**src/rtl/fifo_level_pkg.sv**
```systemverilog
// Shared types and helpers for the arbitrary-depth valid/ready FIFO (fifo_level_vr).
package fifo_level_pkg;

    typedef enum logic [2:0] {
        OP_IDLE,
        OP_PUSH,
        OP_POP,
        OP_PUSH_POP,
        OP_BYPASS
    } fifo_op_e;

    // Wrap-around increment for pointers that live in 0..depth-1.
    function automatic int unsigned next_ptr(input int unsigned ptr, input int unsigned depth);
        return (ptr >= depth - 32'd1) ? 32'd0 : ptr + 32'd1;
    endfunction

    // A depth of one still needs a one-bit pointer.
    function automatic int unsigned ptr_width(input int unsigned depth);
        return (depth > 32'd1) ? $clog2(depth) : 32'd1;
    endfunction

endpackage

```
**src/rtl/fifo_wrap_ctr.sv**
```systemverilog
// Pointer counter that runs 0..MAX-1 and wraps explicitly, so MAX need not be a power of two.
module fifo_wrap_ctr
    import fifo_level_pkg::*;
#(
    parameter int unsigned MAX = 5,
    localparam int unsigned W = ptr_width(MAX)
) (
    input  logic         i_clk,
    input  logic         i_rst_n,
    input  logic         i_clr,
    input  logic         i_inc,
    output logic [W-1:0] o_cnt
);

    logic [W-1:0] r_cnt;

    always_ff @(posedge i_clk or negedge i_rst_n) begin
        if (!i_rst_n) begin
            r_cnt <= '0;
        end else if (i_clr) begin
            r_cnt <= '0;
        end else if (i_inc) begin
            r_cnt <= W'(next_ptr(32'(r_cnt), MAX));
        end
    end

    assign o_cnt = r_cnt;

endmodule

```
**src/rtl/fifo_level_vr.sv**
```systemverilog
// Valid/ready FIFO of any depth with fill level, almost-full/almost-empty flags and sync flush.
// Define FIFO_LEVEL_VR_BYPASS_EN to let a word pass straight through an empty FIFO in the same cycle.
module fifo_level_vr
    import fifo_level_pkg::*;
#(
    parameter int unsigned DATA_WIDTH = 8,
    parameter int unsigned DEPTH      = 5,
    parameter int unsigned AF_THRESH  = 4,
    parameter int unsigned AE_THRESH  = 1,
    localparam int unsigned CNT_W     = $clog2(DEPTH + 1)
) (
    input  logic                  clk,
    input  logic                  reset,
    input  logic                  flush,
    input  logic                  put_valid,
    output logic                  put_ready,
    input  logic [DATA_WIDTH-1:0] put_data,
    output logic                  get_valid,
    input  logic                  get_ready,
    output logic [DATA_WIDTH-1:0] get_data,
    output logic [CNT_W-1:0]      level,
    output logic                  almost_full,
    output logic                  almost_empty
);

    localparam int unsigned      PTR_W   = ptr_width(DEPTH);
    localparam logic [CNT_W-1:0] DEPTH_L = CNT_W'(DEPTH);
    localparam logic [CNT_W-1:0] AF_L    = CNT_W'(AF_THRESH);
    localparam logic [CNT_W-1:0] AE_L    = CNT_W'(AE_THRESH);

    logic [DATA_WIDTH-1:0] r_mem [DEPTH];
    logic [CNT_W-1:0]      r_level;
    logic [PTR_W-1:0]      w_rd_ptr;
    logic [PTR_W-1:0]      w_wr_ptr;
    logic                  w_empty;
    logic                  w_full;
    logic                  w_get_valid;
    logic                  w_push;
    logic                  w_pop;
    logic                  w_bypass;
    logic [DATA_WIDTH-1:0] w_head;
    fifo_op_e              w_op;

    assign w_empty   = (r_level == '0);
    assign w_full    = (r_level == DEPTH_L);
    // A full FIFO can still take a word when the consumer drains one in the same cycle.
    assign put_ready = ~flush & (~w_full | get_ready);

`ifdef FIFO_LEVEL_VR_BYPASS_EN
    assign w_get_valid = ~flush & (w_empty ? put_valid : 1'b1);
    assign w_head      = w_empty ? put_data : r_mem[w_rd_ptr];
    assign w_bypass    = w_empty & w_push & w_pop;
`else
    assign w_get_valid = ~flush & ~w_empty;
    assign w_head      = r_mem[w_rd_ptr];
    assign w_bypass    = 1'b0;
`endif

    assign get_valid = w_get_valid;
    assign get_data  = w_get_valid ? w_head : '0;
    assign w_push    = put_valid & put_ready;
    assign w_pop     = w_get_valid & get_ready;

    always_comb begin
        w_op = OP_IDLE;
        if (w_bypass) begin
            w_op = OP_BYPASS;
        end else if (w_push && w_pop) begin
            w_op = OP_PUSH_POP;
        end else if (w_push) begin
            w_op = OP_PUSH;
        end else if (w_pop) begin
            w_op = OP_POP;
        end
    end

    fifo_wrap_ctr #(.MAX(DEPTH)) u_wr_ptr (
        .i_clk   (clk),
        .i_rst_n (reset),
        .i_clr   (flush),
        .i_inc   ((w_op == OP_PUSH) || (w_op == OP_PUSH_POP)),
        .o_cnt   (w_wr_ptr)
    );

    fifo_wrap_ctr #(.MAX(DEPTH)) u_rd_ptr (
        .i_clk   (clk),
        .i_rst_n (reset),
        .i_clr   (flush),
        .i_inc   ((w_op == OP_POP) || (w_op == OP_PUSH_POP)),
        .o_cnt   (w_rd_ptr)
    );

    always_ff @(posedge clk or negedge reset) begin
        if (!reset) begin
            r_level <= '0;
        end else if (flush) begin
            r_level <= '0;
        end else begin
            case (w_op)
                OP_PUSH: r_level <= r_level + CNT_W'(1);
                OP_POP:  r_level <= r_level - CNT_W'(1);
                default: r_level <= r_level;
            endcase
        end
    end

    // Storage is deliberately left unreset; the level and pointers define what is valid.
    always_ff @(posedge clk) begin
        if ((w_op == OP_PUSH) || (w_op == OP_PUSH_POP)) begin
            r_mem[w_wr_ptr] <= put_data;
        end
    end

    assign level        = r_level;
    assign almost_full  = (r_level >= AF_L);
    assign almost_empty = (r_level <= AE_L);

endmodule

```
**config.mk**
```make
export PLATFORM = sky130hd
export DESIGN_NAME = fifo_level_vr
export DESIGN_NICKNAME = d
export VERILOG_FILES = /design/src/rtl/fifo_level_pkg.sv /design/src/rtl/fifo_wrap_ctr.sv /design/src/rtl/fifo_level_vr.sv
export SDC_FILE = /design/constraint.sdc
export NUM_CORES = 1
export LEC_CHECK = 0
export BUFFER_PORTS_ARGS = -buffer_cell sky130_fd_sc_hd__buf_2
export CORE_ASPECT_RATIO = 0.75
export CORE_MARGIN = 2
export CORE_UTILIZATION = 40
export DETAILED_ROUTE_END_ITERATION = 12
export PLACE_DENSITY = 0.57
export SYNTH_ARGS = -nofsm -noshare
export SYNTH_HDL_FRONTEND = slang
export SYNTH_HIERARCHICAL = 1
export SYNTH_SLANG_ARGS = --single-unit
```
**constraint.sdc**
```tcl
create_clock -name clk -period 6.1 [get_ports clk]
set_clock_uncertainty 0.2 [all_clocks]
set_input_delay 0.61 -clock clk [delete_from_list [all_inputs] [get_ports clk]]
set_output_delay 0.61 -clock clk [all_outputs]
set_load 0.02 [all_outputs]
```
==> flow_metrics.tcl <==
set metrics [dict create \
    synthArstFlopShare 0.184 \
    hold_depth 1 \
    syn_inst 150 \
    overflow 0 \
    fin_setup_tns_ps 0 \
    drc_errors 0 \
    coreArea_mm2 0.00535 \
    synth_largest_area_cell "edfxtp_1" \
    worstSetupPathType "flip-flop to output pin" \
    initial_core_util 0.415 \
    rsz0062_at_grt "false" \
    fill_cells 491 \
    die_w_um 90.0 \
    syn-num-nets 171 \
    total_power_w 0.000669 \
    fin_nets 199 \
    cts_buffers 5 \
    std_cell_rows 23 \
    cts_tree "yes" \
    drive_above_1_share 0.251 \
    placed_cell_area_mm2 0.00241 \
    grt_usage 0.142 \
    power.leakage_nw 0.925 \
    min_to "r_mem[4][7]$_DFFE_PP_" \
    vias 1281 \
    numPortBuffers 27 \
    reg2reg_to "r_mem[1][1]$_DFFE_PP_" \
    critPathMaxStageDelay_ps 750 \
    cp.arrival_ps 2000 \
    crit_path_end_kind "output pin" \
    power_density_mw_per_mm2 267 \
    drv_cap 0 \
    syn-cell-area_mm2 0.00222 \
    pwr-share-clk 0.286 \
    hold_path_startpoint "put_data[7]" \
    avgSynthCellArea_um2 14.8 \
    drt-pass1-iter-count 4 \
    synth_area_leaders "edfxtp_1 (54%), dfrtp_1 (10%), mux4_2 (8.1%)" \
    swShare 0.265 \
    avgRoutedWirePerCell_um 16.1 \
    post-route-min-period_ps 2810 \
    cp_num_buf_inv 1 \
    cts_resized 0 \
    worstSetupStartpointType "flip-flop" \
    die_h_um 68.5 \
    internal_power_w 0.000491 \
    hold_viol 0 \
    relSlewSlack 0.453 \
    routed_via_density 5.04 \
    slew_violations 0 \
    final_area_mm2 0.00251 \
    r2r_cells 6 \
    area_delta_synth_final_pct 13.0 \
    r2r-start "level[1]$_DFFE_PN0P_" \
    synth-edff-count 40 \
    dpl.cell_count 245 \
    ys_types 33 \
    p_seq_frac 0.571 \
    path_delay_family "flip-flops" \
    pwr-share-comb 0.143 \
    finalNonFillerCells 254 \
    synth-seq-cells 49 \
    min_path_type "primary input to flip-flop" \
    io_pins 28 \
    grt_pass1_vias 1276 \
    dpl.hpwl_um 2870 \
    synth_flop_cell "edfxtp_1" \
    yosys_warnings 6 \
    die_area_mm2 0.00617 \
    grt_first_pass_wirelength_um 6470 \
    critical_path_required_ps 5290 \
    antenna_left 0 \
    worstMarginPinSlew_ps 818 \
    insertion_delay_ps 300 \
    h-tree-depth 2 \
    clock_sinks 49 \
    path_cells "mux4_2 -> mux2i_1 -> nor2_1 -> buf_2" \
    place.gp.congestion 0.735 \
    power.switching_w 0.000177 \
    report.final.setup_viol 0 \
    critPathMaxFanout 11 \
    antenna_found_initial 0 \
    vdd_drop_max_mv 0.0797 \
    root_buffer "clkbuf_8" \
    n_antenna_cell 0 \
    finalCritPeriodShare 0.460 \
    fmax_ghz 0.356 \
    drt_iter0_drc 62 \
    clk_path_buf_depth 2 \
    r2r_slack_ps 3490 \
    synth_top_area_share 0.541 \
    grt_max_degree 19 \
    routed_wl_um 4100 \
    status "complete, no violations" \
    clkTransAtPathRegs_ps 90 \
    synth-seq-area-share 0.643 \
    cpMaxStageDelayCell "dfrtp_1" \
]
-- layer usage --
| layer | vias to the layer above | GRT usage | routed length (µm) |
|---|---|---|---|
| met5 | - | 0 | 0 |
| met4 | 0 | 0.0558 | 44 |
| met3 | 5 | 0.0391 | 153 |
| met2 | 21 | 0.253 | 2040 |
| met1 | 642 | 0.170 | 1860 |
| li1 | 613 | - | - |
-- cells in the final DEF, fill, tap and decap left out --
master	synthesis	layout
edfxtp_1	40	40
nor2_1	15	15
nand4b_1	1	1
and3_1	2	2
clkbuf_1	3	1
mux4_2	8	8
nand3_1	2	2
dfrtp_1	9	9
or2_2	1	1
a21oi_1	6	6
mux2i_1	8	8
inv_1	10	10
a311oi_1	1	1
o31ai_1	2	2
clkbuf_8	0	5
buf_2	2	27
xnor2_1	1	1
inv_6	0	1
and3b_1	1	1
clkinv_2	0	1
dlygate4sd3_1	0	1
nor3b_1	1	1
o21ai_0	3	3
nor3_1	1	1
nor2_2	1	1
a41oi_1	1	1
nand2_1	2	2
o311ai_1	1	1
o31a_1	1	1
nand2b_1	7	7
mux2_2	1	1
nand3b_1	6	6
ha_1	8	8
and2_1	1	1
or4b_1	2	2
-- per-stage QoR --
step | hold WS, ps | setup slack [ps] | utilization
floorplan | 114 | 3700 | -
global placement | 281 | 3520 | 0.451
detailed placement | 284 | 3440 | 0.451
CTS | 328 | 3260 | 0.469
global route | 325 | 3120 | 0.469
finish | 331 | 3290 | 0.469
-- synthesized netlist by cell type, types with 2 or more instances --
master	instances
a21oi_1	6
and3_1	2
buf_2	2
clkbuf_1	3
dfrtp_1	9
edfxtp_1	40
ha_1	8
inv_1	10
mux2i_1	8
mux4_2	8
nand2_1	2
nand2b_1	7
nand3_1	2
nand3b_1	6
nor2_1	15
o21ai_0	3
o31ai_1	2
or4b_1	2
-- state kept, by name, indices dropped and copies added, names as in the netlist --
name and cells:
level 3, u_wr_ptr/o_cnt 3, r_mem 40, u_rd_ptr/o_cnt 3
-- cells by family (layout without fill, tap and decap cells) --
logic type / after synthesis / in the layout / synth area share
multiplexers: 17 / 17 / 0.122
flip-flops: 49 / 49 / 0.643
buffers and inverters: 17 / 46 / 0.0333
adder cells (fa/ha/maj): 8 / 8 / 0.0451
AO/OA/AOI/OAI: 15 / 15 / 0.0428
AND/OR/NAND/NOR: 43 / 43 / 0.110
XOR/XNOR: 1 / 1 / 0.00395
-- layout make-up --
class                           instances  area [µm²]  area share
Timing Repair Buffer                   28         145      0.0579
Sequential cell                        49        1430       0.569
Tap cell                               75        93.8      0.0374
Inverter                               10        37.5      0.0150
Clock inverter                          2        13.8     0.00549
Multi-Input combinational cell         84         719       0.287
Clock buffer                            6        72.6      0.0289
-- power by group through the flow --
stage | Sequential, W | Clock [W] | Combinational (W)
global route | 0.000384 | 0.000205 | 0.000107
detailed placement | 0.000390 | 0 | 0.0000966
finish | 0.000382 | 0.000191 | 0.0000956
floorplan | 0.000387 | 0 | 0.0000652
CTS | 0.000382 | 0.000193 | 0.0000975
global placement | 0.000389 | 0 | 0.0000942
-- worst max-delay path by stage --
stage                                  start               endpoint  slack [ps]  cells after the start
6_report       u_rd_ptr/o_cnt[0]$_DFFE_PN0P_            get_data[0]        3290                      4
5_1_grt        u_rd_ptr/o_cnt[0]$_DFFE_PN0P_            get_data[1]        3120                      4
4_1_cts        u_rd_ptr/o_cnt[0]$_DFFE_PN0P_            get_data[0]        3260                      4
3_5_place_dp                           flush  r_mem[1][4]$_DFFE_PP_        3440                      5
3_3_place_gp                           flush  r_mem[1][0]$_DFFE_PP_        3520                      5
2_1_floorplan           level[1]$_DFFE_PN0P_  r_mem[2][0]$_DFFE_PP_        3700                      7
-- what timing repair did --
action	4_1_cts	5_1_grt
setup endpoints to repair	0	0
setup buffers	0	0
hold buffers	1	0
endpoints found under the hold margin	9	0
No activity file was read; power rests on OpenSTA's default activity.
